<file path="config.mk">
export PLATFORM = sky130hd
export DESIGN_NAME = fp16_align_stage
export DESIGN_NICKNAME = d
export VERILOG_FILES = /design/src/rtl/fp16_align_stage.sv
export SDC_FILE = /design/constraint.sdc
export NUM_CORES = 1
export LEC_CHECK = 0
export CORE_MARGIN = 4
export CORE_UTILIZATION = 58
export CTS_CLUSTER_DIAMETER = 30
export DETAILED_ROUTE_END_ITERATION = 8
export DONT_BUFFER_PORTS = 1
export GPL_TIMING_DRIVEN = 0
export PLACE_DENSITY = 0.76
export SLEW_MARGIN = 30
export SYNTH_ARGS = -nofsm -noshare
export SYNTH_HDL_FRONTEND = slang
export SYNTH_SLANG_ARGS = --single-unit
</file>
<file path="constraint.sdc">
create_clock -name clk -period 2.3 [get_ports clk]
set_input_delay 0.46 -clock clk [delete_from_list [all_inputs] [get_ports clk]]
set_output_delay 0.46 -clock clk [all_outputs]
set_load 0.05 [all_outputs]
</file>
<file path="src/rtl/fp16_align_stage.sv">
// FP16 adder front end: unpack, swap by magnitude, align the smaller significand
// with sticky, invert for effective subtract. Optional macro: FP16_DENORM_EN.
module fp16_align_stage #(
    parameter int EXP_W  = 5,
    parameter int FRAC_W = 10,
    parameter int MAN_W  = 16
) (
    input  logic               clk,
    input  logic               reset,
    input  logic               in_valid,
    output logic               in_ready,
    input  logic [15:0]        in_a,
    input  logic [15:0]        in_b,
    input  logic               in_sub,
    output logic               out_valid,
    input  logic               out_ready,
    output logic [MAN_W-1:0]   out_ma,
    output logic [MAN_W-1:0]   out_mb,
    output logic               out_cin,
    output logic [EXP_W-1:0]   out_exp,
    output logic               out_sign,
    output logic               out_eff_sub,
    output logic               out_special,
    output logic [15:0]        out_special_val
);

    localparam int SIG_W = FRAC_W + 1;
    localparam int PAD_W = MAN_W - SIG_W - 3;
    localparam logic [EXP_W-1:0] EXP_MAX   = {EXP_W{1'b1}};
    localparam logic [EXP_W-1:0] FAR_SHIFT = EXP_W'(FRAC_W + 4);

    logic adv1, adv2;

    logic [EXP_W-1:0]  raw_exp_a, raw_exp_b, exp_a, exp_b, exp_x, exp_y;
    logic [FRAC_W-1:0] frac_a, frac_b;
    logic [SIG_W-1:0]  sig_a, sig_b, sig_x, sig_y;
    logic              sign_a, sign_b, eff_sub, swap, mag_eq, res_sign;
    logic              nan_a, nan_b, inf_a, inf_b, special;
    logic [15:0]       special_val;

    logic              s1_valid;
    logic [SIG_W-1:0]  s1_sig_x, s1_sig_y;
    logic [EXP_W-1:0]  s1_exp, s1_diff;
    logic              s1_eff_sub, s1_sign, s1_special;
    logic [15:0]       s1_special_val;

    logic [MAN_W-1:0]  aligned_y, lost_mask, y_aligned;

    assign adv2     = ~out_valid | out_ready;
    assign adv1     = ~s1_valid | adv2;
    assign in_ready = adv1;

    assign raw_exp_a = in_a[FRAC_W +: EXP_W];
    assign raw_exp_b = in_b[FRAC_W +: EXP_W];
    assign frac_a    = in_a[FRAC_W-1:0];
    assign frac_b    = in_b[FRAC_W-1:0];
    assign sign_a    = in_a[15];
    assign sign_b    = in_b[15] ^ in_sub;
    assign eff_sub   = sign_a ^ sign_b;

    assign nan_a = (raw_exp_a == EXP_MAX) && (frac_a != '0);
    assign nan_b = (raw_exp_b == EXP_MAX) && (frac_b != '0);
    assign inf_a = (raw_exp_a == EXP_MAX) && (frac_a == '0);
    assign inf_b = (raw_exp_b == EXP_MAX) && (frac_b == '0);

    always_comb begin
`ifdef FP16_DENORM_EN
        exp_a = (raw_exp_a == '0) ? EXP_W'(1) : raw_exp_a;
        exp_b = (raw_exp_b == '0) ? EXP_W'(1) : raw_exp_b;
        sig_a = {raw_exp_a != '0, frac_a};
        sig_b = {raw_exp_b != '0, frac_b};
`else
        exp_a = raw_exp_a;
        exp_b = raw_exp_b;
        sig_a = (raw_exp_a == '0) ? '0 : {1'b1, frac_a};
        sig_b = (raw_exp_b == '0) ? '0 : {1'b1, frac_b};
`endif
    end

    // Comparing {exp, sig} orders magnitudes the same way {exp, frac} does, and also
    // treats flushed denormals as true zeros.
    always_comb begin
        swap     = {exp_b, sig_b} > {exp_a, sig_a};
        mag_eq   = {exp_b, sig_b} == {exp_a, sig_a};
        exp_x    = swap ? exp_b : exp_a;
        exp_y    = swap ? exp_a : exp_b;
        sig_x    = swap ? sig_b : sig_a;
        sig_y    = swap ? sig_a : sig_b;
        res_sign = (eff_sub && mag_eq) ? 1'b0 : (swap ? sign_b : sign_a);

        special     = 1'b0;
        special_val = '0;
        if (nan_a || nan_b || (inf_a && inf_b && eff_sub)) begin
            special     = 1'b1;
            special_val = 16'h7E00;
        end else if (inf_a) begin
            special     = 1'b1;
            special_val = {sign_a, 5'h1F, 10'h000};
        end else if (inf_b) begin
            special     = 1'b1;
            special_val = {sign_b, 5'h1F, 10'h000};
        end
    end

    always_comb begin
        aligned_y = {{PAD_W{1'b0}}, s1_sig_y, 3'b000};
        lost_mask = ~({MAN_W{1'b1}} << s1_diff);
        if (s1_diff >= FAR_SHIFT)
            y_aligned = {{(MAN_W-1){1'b0}}, |s1_sig_y};
        else
            y_aligned = (aligned_y >> s1_diff)
                      | {{(MAN_W-1){1'b0}}, |(aligned_y & lost_mask)};
    end

    always_ff @(posedge clk or posedge reset) begin
        if (reset) begin
            s1_valid        <= 1'b0;
            s1_sig_x        <= '0;
            s1_sig_y        <= '0;
            s1_exp          <= '0;
            s1_diff         <= '0;
            s1_eff_sub      <= 1'b0;
            s1_sign         <= 1'b0;
            s1_special      <= 1'b0;
            s1_special_val  <= '0;
            out_valid       <= 1'b0;
            out_ma          <= '0;
            out_mb          <= '0;
            out_cin         <= 1'b0;
            out_exp         <= '0;
            out_sign        <= 1'b0;
            out_eff_sub     <= 1'b0;
            out_special     <= 1'b0;
            out_special_val <= '0;
        end else begin
            if (adv1) begin
                s1_valid       <= in_valid;
                s1_sig_x       <= sig_x;
                s1_sig_y       <= sig_y;
                s1_exp         <= exp_x;
                s1_diff        <= exp_x - exp_y;
                s1_eff_sub     <= eff_sub;
                s1_sign        <= res_sign;
                s1_special     <= special;
                s1_special_val <= special_val;
            end
            if (adv2) begin
                out_valid       <= s1_valid;
                out_ma          <= {{PAD_W{1'b0}}, s1_sig_x, 3'b000};
                out_mb          <= s1_eff_sub ? ~y_aligned : y_aligned;
                out_cin         <= s1_eff_sub;
                out_exp         <= s1_exp;
                out_sign        <= s1_sign;
                out_eff_sub     <= s1_eff_sub;
                out_special     <= s1_special;
                out_special_val <= s1_special_val;
            end
        end
    end

endmodule

</file>
==> flow_summary.ini, run 1 <==
[timing]
slew_headroom_pct = 56.7
clock_skew_ps = 14.1
tightest_slew_ps = 649
fin_crit_sh_pct = 132
max_clock_freq_mhz = 329
setup_ws_ps = -740
final-max-slew-violation-count = 0
hold_viol = 0
rsz0062_at_grt = yes
period_needed_ps = 3040
setup_violations = 34

[detailed_routing]
postRouteWirelength_mm = 14.3
drc = 0
drt_iter0_markers = 411
firstDrtPassIters = 8
ant_nets = 0
wire_per_inst_um = 19.5
vias = 4498
routed_via_density = 6.15

[cells_and_area]
layout.nets = 678
final_cells = 731
multi_input_area_mm2 = 0.00289
diodes = 0
final_util_pct = 75.5
area_growth_pct = 25.6
register_area_mm2 = 0.00185
drive_gt1_share_pct = 24.2
fill_cells = 537

[synth]
yosys_most_used_dff = dfrtp_1
yosysWarningCount = 0
avgSynthCellArea_um2 = 8.26
synth_edf_count = 0
syn-cell-area_mm2 = 0.00469
synth-seq-cells = 74
seq_area_frac_synth_pct = 39.5
synthCells = 568
ys_types = 46
async_flop_share_pct = 100

[critical_path]
crit_fanout = 6
crit_type = input pin to flop
critPathCaptureType = flop
arrival_ps = 3260
crit_required_ps = 2520
cp-start-kind = input pin

[placed_design]
dp_cells = 685
finalWeightedCongestion = 0.954
port_buffers = 0
dpl.hpwl_mm = 9.93
dp_slack_ps = -1420

[die]
chipWidth_um = 97.9
pin_count = 96
rows = 32
floorplan.initialDensity_pct = 60.1
die_h_um = 97.9
design.core.area_mm2 = 0.00781
die_area_mm2 = 0.00959

[power_and_ir_drop]
p_int_mw = 2.79
p_total_mw = 5.09
pwr-share-clk_pct = 20.8
swShare_pct = 45.3
cellPowerDensity_mw_per_mm2 = 864
leakage_nw = 2.61
power_frac_seq_pct = 45.5
irDropWorstVdd_mv = 0.406
combPwrFrac_pct = 33.7
power.switching_mw = 2.30

[global_route]
antenna_found_initial = 0
overflow = 0
grt_pass1_vias = 4532
grt_pass1_wl_mm = 22.4
grt_usage_pct = 28.9
grt_max_degree = 31

[outcome]
violations = negative setup slack
status = finished with violations

[clocking]
cts.clk_slew.worst_paths_ps = 90
clockRootBuffer = clkbuf_8
htree_levels = 3
numClockSinks = 74
cts_tree = yes
cts.path.max_buffers = 2
cts_buffers = 9
clock_latency_ps = 360

[flow_run]
max_cap_viol_count = 0

[hold_path]
hold_path.class = input pin to asynchronous set/reset pin
[layout by cell type (no fill, tap or decap), types with 5 or more instances in the layout]
cell and instances:
a21oi_1 58, a21oi_2 7, a31oi_1 10, and2_1 6, and2_4 7, buf_4 45
buf_6 5, clkbuf_1 19, clkbuf_8 11, conb_1 14, dfrtp_1 73, ha_1 9
ha_4 7, inv_1 6, mux2i_1 17, nand2_1 91, nand2b_1 9, nand3_1 9
nand4_1 5, nor2_1 67, nor2b_1 16, nor3_1 6, nor4_1 6, o21ai_0 12
xnor2_1 9, xor2_1 9
[Yosys cell counts, types with 5 or more instances]
cell type / count / area share (%)
nor3_1: 8 / 0.85
nor2_1: 69 / 5.5
buf_4: 23 / 3.7
ha_1: 17 / 4.5
and2_1: 13 / 1.7
a21oi_1: 67 / 7.1
nand2b_1: 9 / 1.2
dfrtp_1: 74 / 39
inv_1: 8 / 0.64
a31oi_1: 13 / 1.7
nor4_1: 7 / 0.93
nor2b_1: 19 / 2.5
clkbuf_1: 29 / 2.3
xnor2_1: 10 / 1.9
xor2_1: 9 / 1.7
mux2i_1: 24 / 5.1
nand4_1: 5 / 0.67
nand2_1: 94 / 7.5
nand3_1: 10 / 1.1
o21ai_0: 13 / 1.4
[stage by stage]
step           hold slack [ps]  TNS (ps)  cell area, µm²
2_1_floorplan              425    -20540            4820
3_5_place_dp               440    -37660            5000
4_1_cts                   55.6    -16130            5810
6_report                  37.2    -19940            5890
5_1_grt                   85.9    -22830            5890
3_3_place_gp               431    -36730            4950
[state kept, by name (all words and copies together) (netlist names), 2 cells and up]
signal / count
s1_exp: 5
s1_special_val: 3
out_special_val: 2
s1_sig_x: 11
out_mb: 15
s1_sig_y: 11
s1_diff: 5
out_exp: 5
out_ma: 11
[cell type report]
class / instances / area share, %
Multi-Input combinational cell: 440 / 49.1
Tap cell: 102 / 2.17
Buffer: 56 / 7.15
Timing Repair Buffer: 33 / 5.97
Sequential cell: 74 / 31.4
Inverter: 10 / 0.701
Clock inverter: 7 / 1.40
Clock buffer: 9 / 2.10
[power by group through the flow]
stage               Sequential, mW  Combinational [mW]  Clock [mW]
floorplan                     2.25                1.18           0
global placement              2.32                1.42           0
detailed placement            2.33                1.46           0
CTS                           2.31                1.64        1.06
global route                  2.35                1.86        1.12
finish                        2.32                1.72        1.06
[final timing paths]
| path | start | endpoint | slack [ps] | cells past startpoint |
|---|---|---|---|---|
| setup reg to reg | s1_diff[1] | out_mb[0] | 0 | 8 |
| max in group asynchronous | reset | s1_diff[1] | 1540 | 3 |
| hold reg to reg | s1_sig_x[7] | out_ma[10] | 470 | 2 |
| min in group clk | in_valid | s1_valid | 210 | 1 |
| hold / removal | reset | out_ma[7] | 40 | 1 |
| setup / recovery | in_b[12] | s1_exp[2] | -740 | 16 |
[critical path: stages]
cell and delay [ps]:
nor3_4 160, nand2_2 120, buf_6 140, and2_4 160, ha_4 270, nand4_1 150, or3_1 340, a21o_1 200
a31oi_4 230, buf_4 150, buf_6 90, buf_6 110, buf_8 130, buf_12 140, mux2i_2 290, a21oi_1 100
[cell families after synthesis]
kind of cell	after synthesis	share of synthesized area (%)
mux	30	7.04
fa+ha+maj	17	4.53
flops	74	39.5
buf+inv	67	7.31
compound gates	118	14.8
other cells	1	0.0799
simple gates	242	23.3
xor+xnor	19	3.55
[per-layer routing]
layer | vias up | part of all wire (%) | routed length (µm) | global-route usage (%)
met2 | 292 | 46 | 6600 | 45.0
met3 | 75 | 10 | 1440 | 9.64
met4 | 0 | 4.3 | 616 | 13.4
li1 | 2020 | - | - | -
met1 | 2111 | 39 | 5630 | 36.4
met5 | - | 0 | 0 | 0
[what timing repair did]
action | in CTS | in global routing
endpoints found under the setup margin | 43 | 38
hold buffers | 0 | 0
buffers inserted | 27 | 3
pin swaps | 34 | 4
hold endpoints to repair | 0 | 0
resized for setup | 78 | 17
cloned | 2 | 0
No activity file was read; power rests on OpenSTA's default activity.
==> run 2: changes to the inputs <==
Settings changed: SETUP_SLACK_MARGIN set to 0.1.
==> flow_summary.ini, run 2 (synthesis gave the netlist of run 1 again) <==
[clocking]
cts.path.max_buffers = 2
cts_tree = yes
clock_latency_ps = 360
holdBufCountCts = 0
htree_levels = 3
numClockSinks = 74
cts_buffers = 9
cts.clk_slew.worst_paths_ps = 90
clockRootBuffer = clkbuf_8

[detailed_routing]
postRouteWirelength_mm = 14.7
vias = 4512
routed_via_density = 6.16
drc = 0
wire_per_inst_um = 20.1
drt_iter0_markers = 469
firstDrtPassIters = 5
ant_nets = 0

[die]
design.core.area_mm2 = 0.00781
chipWidth_um = 97.9
die_h_um = 97.9
die_area_mm2 = 0.00959
rows = 32
floorplan.initialDensity_pct = 60.1
pin_count = 96

[cells_and_area]
largest_reg_flops = 15
layout.nets = 679
drive_gt1_share_pct = 24.4
layout_commonest_cell = nand2_1
final_util_pct = 75.9
top_register = out_mb
fin_area_mm2 = 0.00593
area_growth_pct = 26.4
diodes = 0
mostFrequentLayoutCells = 91 x nand2_1, 73 x dfrtp_1, 66 x nor2_1

[critical_path]
ff2ff_setup_slack_ps = 20
slowest_delay_ps = 340
crit_family = buffers and inverters
reg2reg_depth = 8
arrival_ps = 3360
crit_required_ps = 2590
r2r-start = s1_diff[1]
critPathCaptureType = flop
cp_num_buf_inv = 7
path_cells = nor3_4, nand3_2, clkbuf_8, nand2_2, ha_4, nand4_1, buf_4, nor2_4, a221oi_2, a31oi_4, buf_4, buf_6, buf_6, buf_12, buf_6, nor2_1, a21oi_4, a21oi_1
r2r-end = out_mb[0]
slowest_stage = nor2_1
crit_type = input pin to flop
crit_fanout = 8
crit_top_cell = buf_6
cp-start-kind = input pin

[timing]
rsz0062_at_grt = yes
final-max-slew-violation-count = 0
hold_viol = 0
max_clock_freq_mhz = 326
tightest_slew_ps = 652
period_needed_ps = 3070
setup_violations = 33
clock_skew_ps = 13.8
fin_crit_sh_pct = 133
slew_headroom_pct = 56.5
setup_ws_ps = -769
tns_ps = -20370

[flow_run]
max_cap_viol_count = 0

[outcome]
violations = negative setup slack
status = finished with violations

[power_and_ir_drop]
p_total_mw = 5.11
cellPowerDensity_mw_per_mm2 = 863
leakage_nw = 2.62
irDropWorstVdd_mv = 0.407

[global_route]
overflow = 0
grt_max_degree = 31
grt_pass1_wl_mm = 22.4
antenna_found_initial = 0
grt_usage_pct = 28.9
grt_pass1_vias = 4538

[placed_design]
dpl.hpwl_mm = 9.93
dpl-instance-area_mm2 = 0.00500
port_buffers = 0
dp_slack_ps = -1420
finalWeightedCongestion = 0.954

[hold_path]
hold_path.class = input pin to asynchronous set/reset pin
run 2: area by class of cell:
| type | instances | area (µm²) |
|---|---|---|
| multi-input cells | 440 | 2910 |
| fillers | 539 | 1880 |
| flip-flops and latches | 74 | 1850 |
| plain buffers | 56 | 429 |
| repair buffers | 34 | 363 |
| well taps | 102 | 128 |
| clock buffers | 9 | 124 |
| clock inverters | 7 | 82.6 |
| inverters | 10 | 41.3 |
run 2: what timing repair did:
action,CTS,global route
pin swaps,34,4
buffers inserted,27,4
resized for setup,79,24
setup endpoints to repair,47,41
cloned,2,0
run 2: worst reg2reg max path: stages, from the launching register on:
cell	delay, ps
dfrtp_1	570
clkbuf_2	330
mux2i_1	280
mux2i_1	140
mux2i_1	230
a31oi_1	120
o22ai_1	220
xor2_1	170
o21ai_0	90
run 2: worst max-delay path by stage:
stage                             end      from  depth (start not counted)
after global placement     s1_diff[4]  in_a[13]                         16
final                     s1_sig_x[5]  in_a[11]                         18
after floorplan            s1_diff[4]  in_b[11]                         16
after detailed placement   s1_diff[4]  in_a[11]                         16
after CTS                  s1_diff[4]  in_b[12]                         16
after global routing      s1_sig_x[5]  in_a[11]                         18
run 2: power breakdown:
part	internal, mW	switching [mW]	total (mW)
Combinational	0.731	1.00	1.73
Clock	0.520	0.541	1.06
Sequential	1.55	0.772	2.32
Total	2.80	2.32	5.11
run 2: routing by layer:
metal	part of all wire, %	routed length [µm]	vias up	global-route usage, %
li1	-	-	2026	-
met1	39	5680	2112	36.4
met2	46	6730	297	45.1
met3	11	1580	77	9.57
met4	5.1	745	0	13.5
met5	0	0	-	0
run 2: through the flow:
stage	hold WS, ps	instances
6_report	38.5	732
5_1_grt	85.9	732
4_1_cts	55.6	729
3_5_place_dp	440	685
3_3_place_gp	431	683
2_1_floorplan	425	581
==> run 3: changes to the inputs <==
Settings changed: REMOVE_ABC_BUFFERS set to 1.
==> flow_summary.ini, run 3 (synthesis gave the netlist of run 1 again) <==
[detailed_routing]
ant_nets = 0
vias = 4320
routed_via_density = 6.27
wire_per_inst_um = 20.4
drt_iter0_markers = 246
drc = 0
firstDrtPassIters = 5
postRouteWirelength_mm = 14.0

[critical_path]
cp-start-kind = input pin
ff2ff_setup_slack_ps = -20
crit_family = compound AO/OA/AOI/OAI gates
cp_num_buf_inv = 5
path_cells = inv_1, nand3_4, nand2_2, ha_4, nand4_1, buf_4, nor2_2, a221oi_2, buf_4, a31oi_4, clkbuf_16, mux2i_4, ha_4, inv_2, o211ai_1, a221oi_2, xor2_1, a21oi_1
slowest_stage = a221oi_2
crit_required_ps = 2530
crit_fanout = 5
critPathCaptureType = flop
crit_type = input pin to flop
arrival_ps = 3480
slowest_delay_ps = 290

[cells_and_area]
mostFrequentLayoutCells = 87 x nand2_1, 70 x dfrtp_1, 64 x nor2_1
diodes = 0
fill_cells = 483
largest_reg_flops = 15
final_cells = 689
drive_gt1_share_pct = 24.2
top_register = out_mb
layout.nets = 636
layout_commonest_cell = nand2_1
fin_area_mm2 = 0.00591
area_growth_pct = 26.0

[timing]
clock_skew_ps = 8.42
tightest_slew_ps = 884
fin_crit_sh_pct = 141
hold_viol = 0
period_needed_ps = 3250
slew_headroom_pct = 41.1
rsz0062_at_grt = yes
setup_ws_ps = -947
setup_violations = 33
whs_ps = 35.0
max_clock_freq_mhz = 308
final-max-slew-violation-count = 0

[global_route]
grt_usage_pct = 27.9
use_met3_pct = 9.36
overflow = 0
grtUsageMet2_pct = 44.8
grt_pass1_wl_mm = 21.7
grt_max_degree = 72
antenna_found_initial = 0
gr-max-usage-layer = met2
grt_pass1_vias = 4242
grtUsageMet1_pct = 34.6

[clocking]
cts.clk_slew.worst_paths_ps = 80
numClockSinks = 74
clockRootBuffer = clkbuf_8
holdBufCountCts = 0
htree_levels = 3
cts.path.max_buffers = 2
cts_tree = yes
clock_latency_ps = 360
cts_buffers = 9

[outcome]
violations = negative setup slack
status = finished with violations

[power_and_ir_drop]
irDropWorstVdd_mv = 0.670
p_total_mw = 5.35
leakage_nw = 2.55
cellPowerDensity_mw_per_mm2 = 905

[die]
pin_count = 96
chipWidth_um = 97.9
die_area_mm2 = 0.00959
die_h_um = 97.9
design.core.area_mm2 = 0.00781
floorplan.initialDensity_pct = 60.1
rows = 32

[placed_design]
dp_slack_ps = -2340
dpl-instance-area_mm2 = 0.00474
port_buffers = 0
finalWeightedCongestion = 0.878
dp_cells = 634
dpl.hpwl_mm = 7.76

[flow_run]
max_cap_viol_count = 0

[hold_path]
hold_path.class = input pin to asynchronous set/reset pin
==> run 3: changes by cell type in the layout (fill, tap and decap cells not counted), moves of 4 or more <==
cell	change
clkbuf_4	-4
mux2i_1	+5
a31oi_1	-4
bufinv_16	+4
mux2i_2	-4
nor2b_4	+5
nor2b_1	-4
nand2_4	+5
nand2_1	-4
clkbuf_1	-19
buf_4	-21
==> run 3: per-stage QoR <==
stage          setup TNS [ps]  util [%]
2_1_floorplan          -47240         -
4_1_cts                -21150      73.3
3_5_place_dp           -45010      60.7
6_report               -19170      75.7
5_1_grt                -22750      75.7
3_3_place_gp          -143530      58.4
==> run 3: per-layer routing <==
metal | up-vias | share of wire (%)
met2 | 261 | 48
met5 | - | 0
li1 | 1940 | -
met1 | 2057 | 38
met3 | 62 | 9.3
met4 | 0 | 4.1
==> run 3: report_power, final <==
part | total (mW) | internal [mW] | switching [mW]
clock network | 1.37 | 0.830 | 0.542
logic | 1.58 | 0.719 | 0.864
registers | 2.39 | 1.55 | 0.846
==> run 3: final cells by class <==
class	count	area, µm²	share of cell area, %
clock buffers	9	124	2.10
flip-flops and latches	74	1860	31.5
well taps	102	128	2.16
repair buffers	45	549	9.29
clock inverters	7	141	2.39
inverters	10	70.1	1.19
multi-input cells	442	3040	51.4
==> run 3: path summary, 6_finish.rpt <==
kind / start / end / cells past startpoint
worst min-delay path: reset / out_mb[3] / 1
worst max register to register: s1_diff[1] / out_mb[1] / 8
worst max-delay path: in_a[14] / s1_diff[4] / 18
max in group asynchronous: reset / s1_sig_x[0] / 2
min in group clk: in_valid / s1_valid / 1
worst min register to register: s1_sig_x[2] / out_ma[5] / 2
==> run 3: timing repair <==
item / 4_1_cts / 5_1_grt
endpoints found under the setup margin: 43 / 42
resized for setup: 79 / 35
cloned: 4 / 1
pin swaps: 34 / 18
buffers inserted: 33 / 3
